--- src/rtl/change_dispenser.sv ---
// Greedy coin payout: 500 coins first, then 100 coins, one registered eject pulse at a time.
// Optional COFFEE_CHANGE_COUNT_EN enables saturating per-hopper eject counters.
module change_dispenser #(
  parameter int AMT_W      = 7,
  parameter int GAP_CYCLES = 2
) (
  input  logic             clock,
  input  logic             reset,
  input  logic             change_valid,
  input  logic [AMT_W-1:0] change_amount,
  output logic             change_ready,
  input  logic             hopper_ready,
  input  logic             empty_500,
  input  logic             empty_100,
  output logic             eject_500,
  output logic             eject_100,
  output logic [AMT_W-1:0] remaining,
  output logic             busy,
  output logic             done,
  output logic             fault,
  output logic [15:0]      count_500,
  output logic [15:0]      count_100
);

  typedef enum logic [2:0] {S_IDLE, S_EJECT, S_GAP, S_DONE, S_FAULT} state_t;

  localparam int GAP_LOAD = (GAP_CYCLES > 0) ? GAP_CYCLES - 1 : 0;

  state_t           state_q, state_d;
  logic [AMT_W-1:0] remaining_q, remaining_d;
  logic [3:0]       gap_q, gap_d;
  logic             eject_500_q, eject_500_d;
  logic             eject_100_q, eject_100_d;
  logic             done_q, done_d;
  logic             fault_q, fault_d;
  logic             busy_q, busy_d;
  logic             ready_q, ready_d;

  always_comb begin
    state_d     = state_q;
    remaining_d = remaining_q;
    gap_d       = gap_q;
    eject_500_d = 1'b0;
    eject_100_d = 1'b0;
    done_d      = 1'b0;
    fault_d     = fault_q;
    case (state_q)
      S_IDLE: begin
        if (change_valid && ready_q) begin
          remaining_d = change_amount;
          state_d     = S_EJECT;
        end
      end
      S_EJECT: begin
        if (remaining_q == '0) begin
          state_d = S_DONE;
        end else if (hopper_ready) begin
          if (remaining_q >= AMT_W'(5) && !empty_500) begin
            eject_500_d = 1'b1;
            remaining_d = remaining_q - AMT_W'(5);
          end else if (!empty_100) begin
            eject_100_d = 1'b1;
            remaining_d = remaining_q - AMT_W'(1);
          end else begin
            state_d = S_FAULT;
          end
          // Settle gap after every coin unless the amount is now fully paid.
          if (eject_500_d || eject_100_d) begin
            if (remaining_d == '0) begin
              state_d = S_DONE;
            end else if (GAP_CYCLES > 0) begin
              state_d = S_GAP;
              gap_d   = 4'(GAP_LOAD);
            end
          end
        end
      end
      S_GAP: begin
        if (gap_q == '0) state_d = S_EJECT;
        else             gap_d   = gap_q - 4'd1;
      end
      S_DONE: begin
        done_d  = 1'b1;
        state_d = S_IDLE;
      end
      S_FAULT: fault_d = 1'b1;
      default: state_d = S_IDLE;
    endcase
    busy_d  = (state_d != S_IDLE);
    ready_d = (state_d == S_IDLE);
  end

  always_ff @(posedge clock) begin
    if (reset) begin
      state_q     <= S_IDLE;
      remaining_q <= '0;
      gap_q       <= '0;
      eject_500_q <= 1'b0;
      eject_100_q <= 1'b0;
      done_q      <= 1'b0;
      fault_q     <= 1'b0;
      busy_q      <= 1'b0;
      ready_q     <= 1'b1;
    end else begin
      state_q     <= state_d;
      remaining_q <= remaining_d;
      gap_q       <= gap_d;
      eject_500_q <= eject_500_d;
      eject_100_q <= eject_100_d;
      done_q      <= done_d;
      fault_q     <= fault_d;
      busy_q      <= busy_d;
      ready_q     <= ready_d;
    end
  end

`ifdef COFFEE_CHANGE_COUNT_EN
  logic [15:0] count_500_q, count_500_d;
  logic [15:0] count_100_q, count_100_d;

  always_comb begin
    count_500_d = count_500_q;
    count_100_d = count_100_q;
    if (eject_500_d && count_500_q != 16'hFFFF) count_500_d = count_500_q + 16'd1;
    if (eject_100_d && count_100_q != 16'hFFFF) count_100_d = count_100_q + 16'd1;
  end

  always_ff @(posedge clock) begin
    if (reset) begin
      count_500_q <= '0;
      count_100_q <= '0;
    end else begin
      count_500_q <= count_500_d;
      count_100_q <= count_100_d;
    end
  end

  assign count_500 = count_500_q;
  assign count_100 = count_100_q;
`else
  assign count_500 = '0;
  assign count_100 = '0;
`endif

  assign change_ready = ready_q;
  assign eject_500    = eject_500_q;
  assign eject_100    = eject_100_q;
  assign remaining    = remaining_q;
  assign busy         = busy_q;
  assign done         = done_q;
  assign fault        = fault_q;

endmodule

--- config.mk ---
export PLATFORM = sky130hd
export DESIGN_NAME = change_dispenser
export DESIGN_NICKNAME = d
export VERILOG_FILES = /design/src/rtl/change_dispenser.sv
export SDC_FILE = /design/constraint.sdc
export NUM_CORES = 1
export LEC_CHECK = 0
export BUFFER_PORTS_ARGS = -buffer_cell sky130_fd_sc_hd__buf_4
export CAP_MARGIN = 0
export CELL_PAD_IN_SITES_DETAIL_PLACEMENT = 0
export CELL_PAD_IN_SITES_GLOBAL_PLACEMENT = 1
export CORE_UTILIZATION = 35
export CTS_CLUSTER_DIAMETER = 50
export DETAILED_ROUTE_END_ITERATION = 7
export GPL_TIMING_DRIVEN = 0
export MAX_ROUTING_LAYER = met4
export PLACE_DENSITY_LB_ADDON = 0.05
export REMOVE_ABC_BUFFERS = 1
export SYNTH_ARGS = -nofsm -noshare
export SYNTH_HDL_FRONTEND = slang
export SYNTH_SLANG_ARGS = --single-unit
--- constraint.sdc ---
create_clock -name clock -period 3.2 [get_ports clock]
set_input_delay 0.32 -clock clock [delete_from_list [all_inputs] [get_ports clock]]
set_output_delay 0.32 -clock clock [all_outputs]
set_load 0.05 [all_outputs]
==> results of run 1 <==
-- registers in the layout, summed over array words and instances, names as in the netlist --
name / flops
busy: 1
change_ready: 1
state_q: 3
remaining: 7
done: 1
eject_100: 1
eject_500: 1
gap_q: 4
fault: 1
-- stage by stage --
| step | setup WS, ns | utilization (%) | cells |
|---|---|---|---|
| final | 0.599 | 40.0 | 279 |
| after global placement | 0.614 | 38.7 | 275 |
| after detailed placement | 0.578 | 38.7 | 275 |
| after floorplan | 0.585 | - | 198 |
| after global routing | 0.436 | 40.0 | 279 |
| after CTS | 0.547 | 40.0 | 279 |
-- power breakdown --
group	total (mW)	internal, mW	switching [mW]
Combinational	1.12	0.394	0.731
Clock	0.194	0.109	0.0847
Sequential	0.442	0.311	0.131
Total	1.76	0.814	0.947
-- kinds of logic after synthesis --
| group | share of synthesized area, % |
|---|---|
| compound gates | 23.8 |
| xor+xnor | 0.547 |
| fa+ha+maj | 3.91 |
| buf+inv | 18.9 |
| flops | 25.0 |
| mux | 2.66 |
| other cells | 0.234 |
| simple gates | 25.0 |
-- worst max-delay path: cells and delay by family (launching register included) --
kind,cells,cell delay (ns)
simple gates,2,0.49
buf+inv,1,0.12
flops,1,0.59
compound gates,4,0.93
fa+ha+maj,1,0.35
-- metal layers --
layer  wire length [µm]  global-route usage (%)  vias up
met5                  0                       -        -
met4                 48                    6.00        0
met3                188                    1.74        5
met2               1880                    27.4       57
met1               1630                    19.4      680
li1                   -                       -      719
-- worst min path at each step --
stage          depth (start not counted)  slack (ns)                   endpoint
2_1_floorplan                          1        0.39  remaining[0]$_SDFFE_PP0P_
3_3_place_gp                           2        0.46         fault$_SDFFE_PP0N_
3_5_place_dp                           2        0.46         fault$_SDFFE_PP0N_
4_1_cts                                2        0.30       eject_100$_SDFF_PP0_
5_1_grt                                2        0.30       eject_100$_SDFF_PP0_
6_report                               2        0.30       eject_100$_SDFF_PP0_
-- cell type report --
cell class,instances,area [µm²]
fillers,467,2630
multi-input cells,170,1010
flip-flops and latches,20,400
repair buffers,25,188
well taps,52,65.1
clock buffers,4,55.1
inverters,8,30.0
-- synth_stat cells, drive strengths merged, types with 2 or more instances --
library cell	n
mux2i	2
ha	5
clkbuf	6
a31o	4
o22ai	3
nand3b	2
a21o	3
nor3b	2
nor4b	2
nor2b	3
nor3	7
nand2b	5
buf	34
o211ai	2
nand2	17
and2	2
a211oi	2
o21ai	13
or2	2
nor2	16
or3	2
nand3	3
dfxtp	20
a21oi	15
a31oi	3
a41oi	2
nor4	4
inv	8
==> metrics, run 1 <==
final wirelength 3740 µm; Die Wd 69.6 µm; commonest non-fill, non-tap cells in the layout 32 x conb_1, 25 x buf_4, 20 x dfxtp_1; Final Critical Period 2.60 ns; Netlist cell types 54; flop2flop setup slack 0.60 ns; main area contributors after synthesis dfxtp_1 25%, buf_4 15%, a21oi_1 4.7%; Final Max Tran Viols 0; asr flop ratio synth 0%; PwrDens 1000 nW/µm²; Final Setup Violations 0; initial core utilization 36.5%; Lkg Pwr 0.755 nW; status completed; worst min-delay path class primary input to flop; Clock Pin Slew Worst Setup and Hold Paths 0.08 ns; PortBufs 25; critical path arrival 2.75 ns; hold_ws 0.300 ns; Critical Path Sink Type flop; fin nets 246; share of cells above drive strength 1 17.6%; ordered list of cells on the worst path inv_1, ha_1, nand3_1, a21o_1, a221o_1, nor4b_2, a211oi_2, o31a_1; Synth area leader dfxtp_1; cts hold-fix bufs 0; first-pass detailed-route iteration total 4; Worst setup SP type flop; initial antenna violation count 0; final instance area 1750 µm²; Core ar. 4380 µm²; Overflow after GRT 0; Via Count 1461; hold_sp empty_100; CTS tree yes; setup bufs post-CTS 0; cell count of the worst reg-to-reg path 8; Ant. Diodes 0; Post-synth EDFFs 0; GRT Util Overall 16.0%; Worst Max-Slew Pin Slew 0.892 ns; DIE AREA 4850 µm²; RR Startpoint remaining[0]$_SDFFE_PP0P_; post-synthesis sequential area ratio 25.0%; DRC 0; period utilisation layout 81.3%; most common cell after layout, fill and taps aside conb_1; Synthesis Warnings 0; area delta synth->final 9.45%; end of the critical path gap_q[0]$_SDFFE_PP0P_; Routed WL per cell 13.4 µm; total power draw 1.76 mW; slowest CP cell dfxtp_1; Die Y 69.6 µm; Vias/cell 5.24; Worst-Skew Late Latency 0.26 ns; Root Buffer clkbuf_8; antenna viol nets, final 0; Syn Inst Count 207; Max stage delay on crit path 0.59 ns; CP required 3.35 ns; Clock Skew 0.00317 ns; Max clock buf depth 2; Max VDD drop 0.000355 V; Avg Inst Size Synth 7.74 µm²; CTS buffer count 3; Max Cap Viol 0; Seq cells post-synth 20; Worst R2R End gap_q[0]$_SDFFE_PP0P_; Synth top area share 25.0%; I/O pin count 58; vias in the first global route 1317; final hold vios 0; largest net degree at the start of global routing 16; Rel. slew slack 40.3%; first-pass GRT wire length 6190 µm; setup TNS 0 ns; critical setup path kind flop to flop; Post-Syn Area 1600 µm²; clk sinks 20; CP max FO 13; total number of placement rows 24; crit path from remaining[0]$_SDFFE_PP0P_; unrepaired setup endpoints after global routing no; GP Congestion 0.815; Synth Flop Type dfxtp_1; DP Area 1700 µm²; post-cts resize count 0; maximum clock frequency 385 MHz; Final HPWL DP 2920 µm; H-tree levels 1; initial drt markers 114
Power figures use the tool's default switching activity.
==> run 2: changes to the inputs <==
==> constraint.sdc (replaced) <==
create_clock -name clock -period 2.4 [get_ports clock]
set_input_delay 0.24 -clock clock [delete_from_list [all_inputs] [get_ports clock]]
set_output_delay 0.24 -clock clock [all_outputs]
set_load 0.05 [all_outputs]
==> metrics, run 2 (synthesized netlist as in run 1, its figures left out) <==
end of the critical path gap_q[3]$_SDFFE_PP0P_; cell count of the worst reg-to-reg path 8; DIE AREA 4850 µm²; GP Congestion 0.815; Worst setup SP type flop; post-place setup slack -0.222 ns; Via Count 1466; period utilisation layout 96.3%; Lkg Pwr 0.769 nW; antenna viol nets, final 0; DRC 0; total power draw 2.44 mW; I/O pin count 58; Die Y 69.6 µm; Max VDD drop 0.000492 V; area delta synth->final 12.2%; total number of placement rows 24; first-pass detailed-route iteration total 4; GRT Util Overall 16.0%; Clock Skew 0.00258 ns; Final Setup Violations 0; Max Cap Viol 0; flop2flop setup slack 0.09 ns; Vias/cell 5.24; CTS buffer count 3; Final Critical Period 2.31 ns; Ant. Diodes 0; Final HPWL DP 2920 µm; status completed; Core ar. 4380 µm²; ordered list of cells on the worst path inv_1, ha_2, or3b_1, a31o_2, nor3_4, nor4b_4, a211oi_2, o21ai_1; most common cell after layout, fill and taps aside conb_1; fillers 464; commonest non-fill, non-tap cells in the layout 32 x conb_1, 26 x buf_4, 18 x dfxtp_1; critical path arrival 2.45 ns; initial drt markers 107; Critical Path Sink Type flop; largest net degree at the start of global routing 16; PortBufs 25; vias in the first global route 1325; cts hold-fix bufs 0; fin nets 247; initial core utilization 36.5%; H-tree levels 1; first-pass GRT wire length 6180 µm; max FFs per register 7; Worst R2R End gap_q[3]$_SDFFE_PP0P_; slowest CP cell dfxtp_4; Max clock buf depth 2; final hold vios 0; final wirelength 3740 µm; Max stage delay on crit path 0.39 ns; critical setup path kind flop to flop; PwrDens 1360 nW/µm²; CTS tree yes; Routed WL per cell 13.4 µm; clk sinks 20; CP max FO 13; share of cells above drive strength 1 20.6%; Final Max Tran Viols 0; worst min-delay path class primary input to flop; CP required 2.54 ns; RR Startpoint remaining[0]$_SDFFE_PP0P_; Die Wd 69.6 µm; maximum clock frequency 433 MHz; Clock Pin Slew Worst Setup and Hold Paths 0.07 ns; Root Buffer clkbuf_8; Overflow after GRT 0; unrepaired setup endpoints after global routing no; setup ws final 0.0880 ns; crit path from remaining[0]$_SDFFE_PP0P_; Worst Max-Slew Pin Slew 0.905 ns; Worst-Skew Late Latency 0.25 ns; Rel. slew slack 39.5%; initial antenna violation count 0
-- run 2: routing by layer --
layer,vias up,share of wire (%),wire (µm),GRT usage (%)
li1,723,-,-,-
met1,680,44,1640,19.2
met2,56,50,1880,27.6
met3,7,4.3,161,1.74
met4,0,1.8,69,6.00
met5,-,0,0,-
-- run 2: layout make-up --
type / instances / area [µm²] / share of cell area (%)
multi-input combinational: 170 / 1050 / 58.2
sequential: 20 / 405 / 22.6
timing repair buffer: 26 / 195 / 10.9
tap: 52 / 65.1 / 3.62
clock buffer: 4 / 55.1 / 3.06
inverter: 8 / 30.0 / 1.67
-- run 2: critical path, delay by kind of cell (launching register included) --
kind            cells  cell delay (ns)
compound gates      3             0.75
fa+ha+maj           1             0.22
buf+inv             1             0.09
flops               1             0.39
simple gates        3             0.75
-- run 2: worst min path at each step --
stage	endpoint	cells past startpoint	startpoint
2_1_floorplan	remaining[0]$_SDFFE_PP0P_	1	reset
3_3_place_gp	fault$_SDFFE_PP0N_	2	fault$_SDFFE_PP0N_
3_5_place_dp	fault$_SDFFE_PP0N_	2	fault$_SDFFE_PP0N_
4_1_cts	remaining[0]$_SDFFE_PP0P_	2	reset
5_1_grt	remaining[0]$_SDFFE_PP0P_	2	reset
6_report	remaining[0]$_SDFFE_PP0P_	2	reset
-- run 2: through the flow --
step           hold slack [ns]  cells  TNS, ns  instance area, µm²  utilization [%]
6_report                 0.220    280        0                1800             41.0
5_1_grt                  0.224    280        0                1800             41.0
4_1_cts                  0.217    280        0                1790             40.8
3_5_place_dp             0.461    275   -0.390                1700             38.7
3_3_place_gp             0.457    275   -0.283                1700             38.7
2_1_floorplan            0.309    198   -0.343                1450                -
-- run 2: power breakdown --
part	switching, mW	internal, mW	total, mW
logic	1.02	0.570	1.59
clock network	0.111	0.146	0.256
registers	0.179	0.420	0.599
total	1.31	1.14	2.44
-- run 2: what timing repair did --
action                     CTS  global route
setup buffers                1             0
gates cloned                 0             0
resized for setup            6             4
setup endpoints to repair    5             7
==> run 3: changes to the inputs <==
--- a/config.mk
+++ b/config.mk
@@ -16,6 +16,8 @@
 export MAX_ROUTING_LAYER = met4
 export PLACE_DENSITY_LB_ADDON = 0.05
 export REMOVE_ABC_BUFFERS = 1
+export SETUP_SLACK_MARGIN = 0.4
+export SLEW_MARGIN = 20
 export SYNTH_ARGS = -nofsm -noshare
 export SYNTH_HDL_FRONTEND = slang
 export SYNTH_SLANG_ARGS = --single-unit
==> metrics, run 3 (synthesized netlist as in run 1, its figures left out) <==
Final Setup Violations 0; Max Cap Viol 0; Final Max Tran Viols 0; fin nets 267; post-place setup slack -0.222 ns; CTS buffer count 3; I/O pin count 58; vias in the first global route 1420; Sequential Power Share 19.2%; critical setup path kind flop to flop; total power draw 3.21 mW; clk sinks 20; PortBufs 25; Max stage delay on crit path 0.39 ns; largest net degree at the start of global routing 16; maximum clock frequency 474 MHz; DIE AREA 4850 µm²; DP Area 1700 µm²; Critical Path Sink Type flop; DRC 0; Lkg Pwr 0.912 nW; ordered list of cells on the worst path inv_6, ha_4, or3b_4, a31o_4, o21ai_2, nor4b_4, a211oi_4, o31a_1; setup ws final 0.292 ns; most common cell after layout, fill and taps aside buf_4; first-pass detailed-route iteration total 4; GP Congestion 0.815; Pint 1.63 mW; WP buf/inv 1; final hold vios 0; Clock Skew 0.00380 ns; Ant. Diodes 0; Routed WL per cell 13.7 µm; CTS tree yes; worst min-delay path class primary input to flop; GRT Util Overall 17.1%; Net Sw Power 1.57 mW; hold_ws 0.215 ns; Clock Pin Slew Worst Setup and Hold Paths 0.08 ns; Final HPWL DP 2920 µm; Overflow after GRT 0; status completed; Root Buffer clkbuf_8; H-tree levels 1; Vias/cell 5.13; CP max FO 4; share of cells above drive strength 1 39.1%; Via Count 1539; critical path arrival 2.26 ns; unrepaired setup endpoints after global routing yes; area delta synth->final 35.5%; Final Critical Period 2.11 ns; Core ar. 4380 µm²; Max VDD drop 0.000593 V; period utilisation layout 87.8%; Clock Power Share 8.0%; Logic pwr share 72.8%; final wirelength 4120 µm; CP required 2.55 ns; PwrDens 1480 nW/µm²; initial core utilization 36.5%; slowest CP cell or3b_4; Rel. slew slack 55.3%; commonest non-fill, non-tap cells in the layout 42 x buf_4, 32 x conb_1, 14 x nor2_1; Max clock buf depth 2; Largest delay share family, worst path compound AO/OA/AOI/OAI gates; Die Wd 69.6 µm; max FFs per register 7; Sw Share 49.1%; Worst setup SP type flop; final instance area 2170 µm²; Worst Max-Slew Pin Slew 0.664 ns; total number of placement rows 24; Worst-Skew Late Latency 0.26 ns; first-pass GRT wire length 6600 µm; initial antenna violation count 0; cts hold-fix bufs 0; post-layout util 49.5%; antenna viol nets, final 0; initial drt markers 103; Die Y 69.6 µm
## run 3: power by group through the flow
stage | combinational [mW] | sequential [mW] | clock [mW]
floorplan | 0.947 | 0.766 | 0
global placement | 1.50 | 0.594 | 0
detailed placement | 1.51 | 0.594 | 0
CTS | 2.02 | 0.603 | 0.265
global route | 2.51 | 0.636 | 0.283
finish | 2.33 | 0.614 | 0.257
## run 3: layer usage
| layer | global-route usage, % | wire [µm] | part of all wire (%) | vias to the layer above |
|---|---|---|---|---|
| met5 | - | 0 | 0 | - |
| met4 | 6.67 | 36 | 0.87 | 0 |
| met3 | 2.18 | 178 | 4.3 | 4 |
| met2 | 30.2 | 2200 | 53 | 50 |
| met1 | 19.8 | 1710 | 41 | 724 |
| li1 | - | - | - | 761 |
## run 3: layout make-up
class                           count  area [µm²]
Clock buffer                        4        55.1
Fill cell                         435        2210
Sequential cell                    20         424
Timing Repair Buffer               46         369
Inverter                            8        37.5
Multi-Input combinational cell    170        1220
Tap cell                           52        65.1
## run 3: what timing repair did
action,in CTS,in global routing
pin swaps,17,18
buffers inserted,13,8
gates resized for setup,41,22
endpoints found under the setup margin,16,13
## run 3: through the flow
stage / instances / TNS [ns]
CTS: 292 / 0
finish: 300 / 0
global route: 300 / 0
global placement: 275 / -0.283
detailed placement: 275 / -0.390
floorplan: 198 / -0.343
## run 3: final timing paths
path / from / endpoint / slack (ns) / cells after the start
min: reset / remaining[6]$_SDFFE_PP0P_ / 0.22 / 2
min reg2reg: fault$_SDFFE_PP0N_ / fault$_SDFFE_PP0N_ / 0.47 / 2
max reg2reg: remaining[1]$_SDFFE_PP0P_ / gap_q[0]$_SDFFE_PP0P_ / 0.29 / 8
max: remaining[1]$_SDFFE_PP0P_ / gap_q[0]$_SDFFE_PP0P_ / 0.29 / 8
## run 3: worst register-to-register path, cell delays in order, from the launching register on
cell and delay (ns):
dfxtp_4 0.37, inv_6 0.07, ha_4 0.13, or3b_4 0.39
a31o_4 0.27, o21ai_2 0.12, nor4b_4 0.30, a211oi_4 0.12
o31a_1 0.24
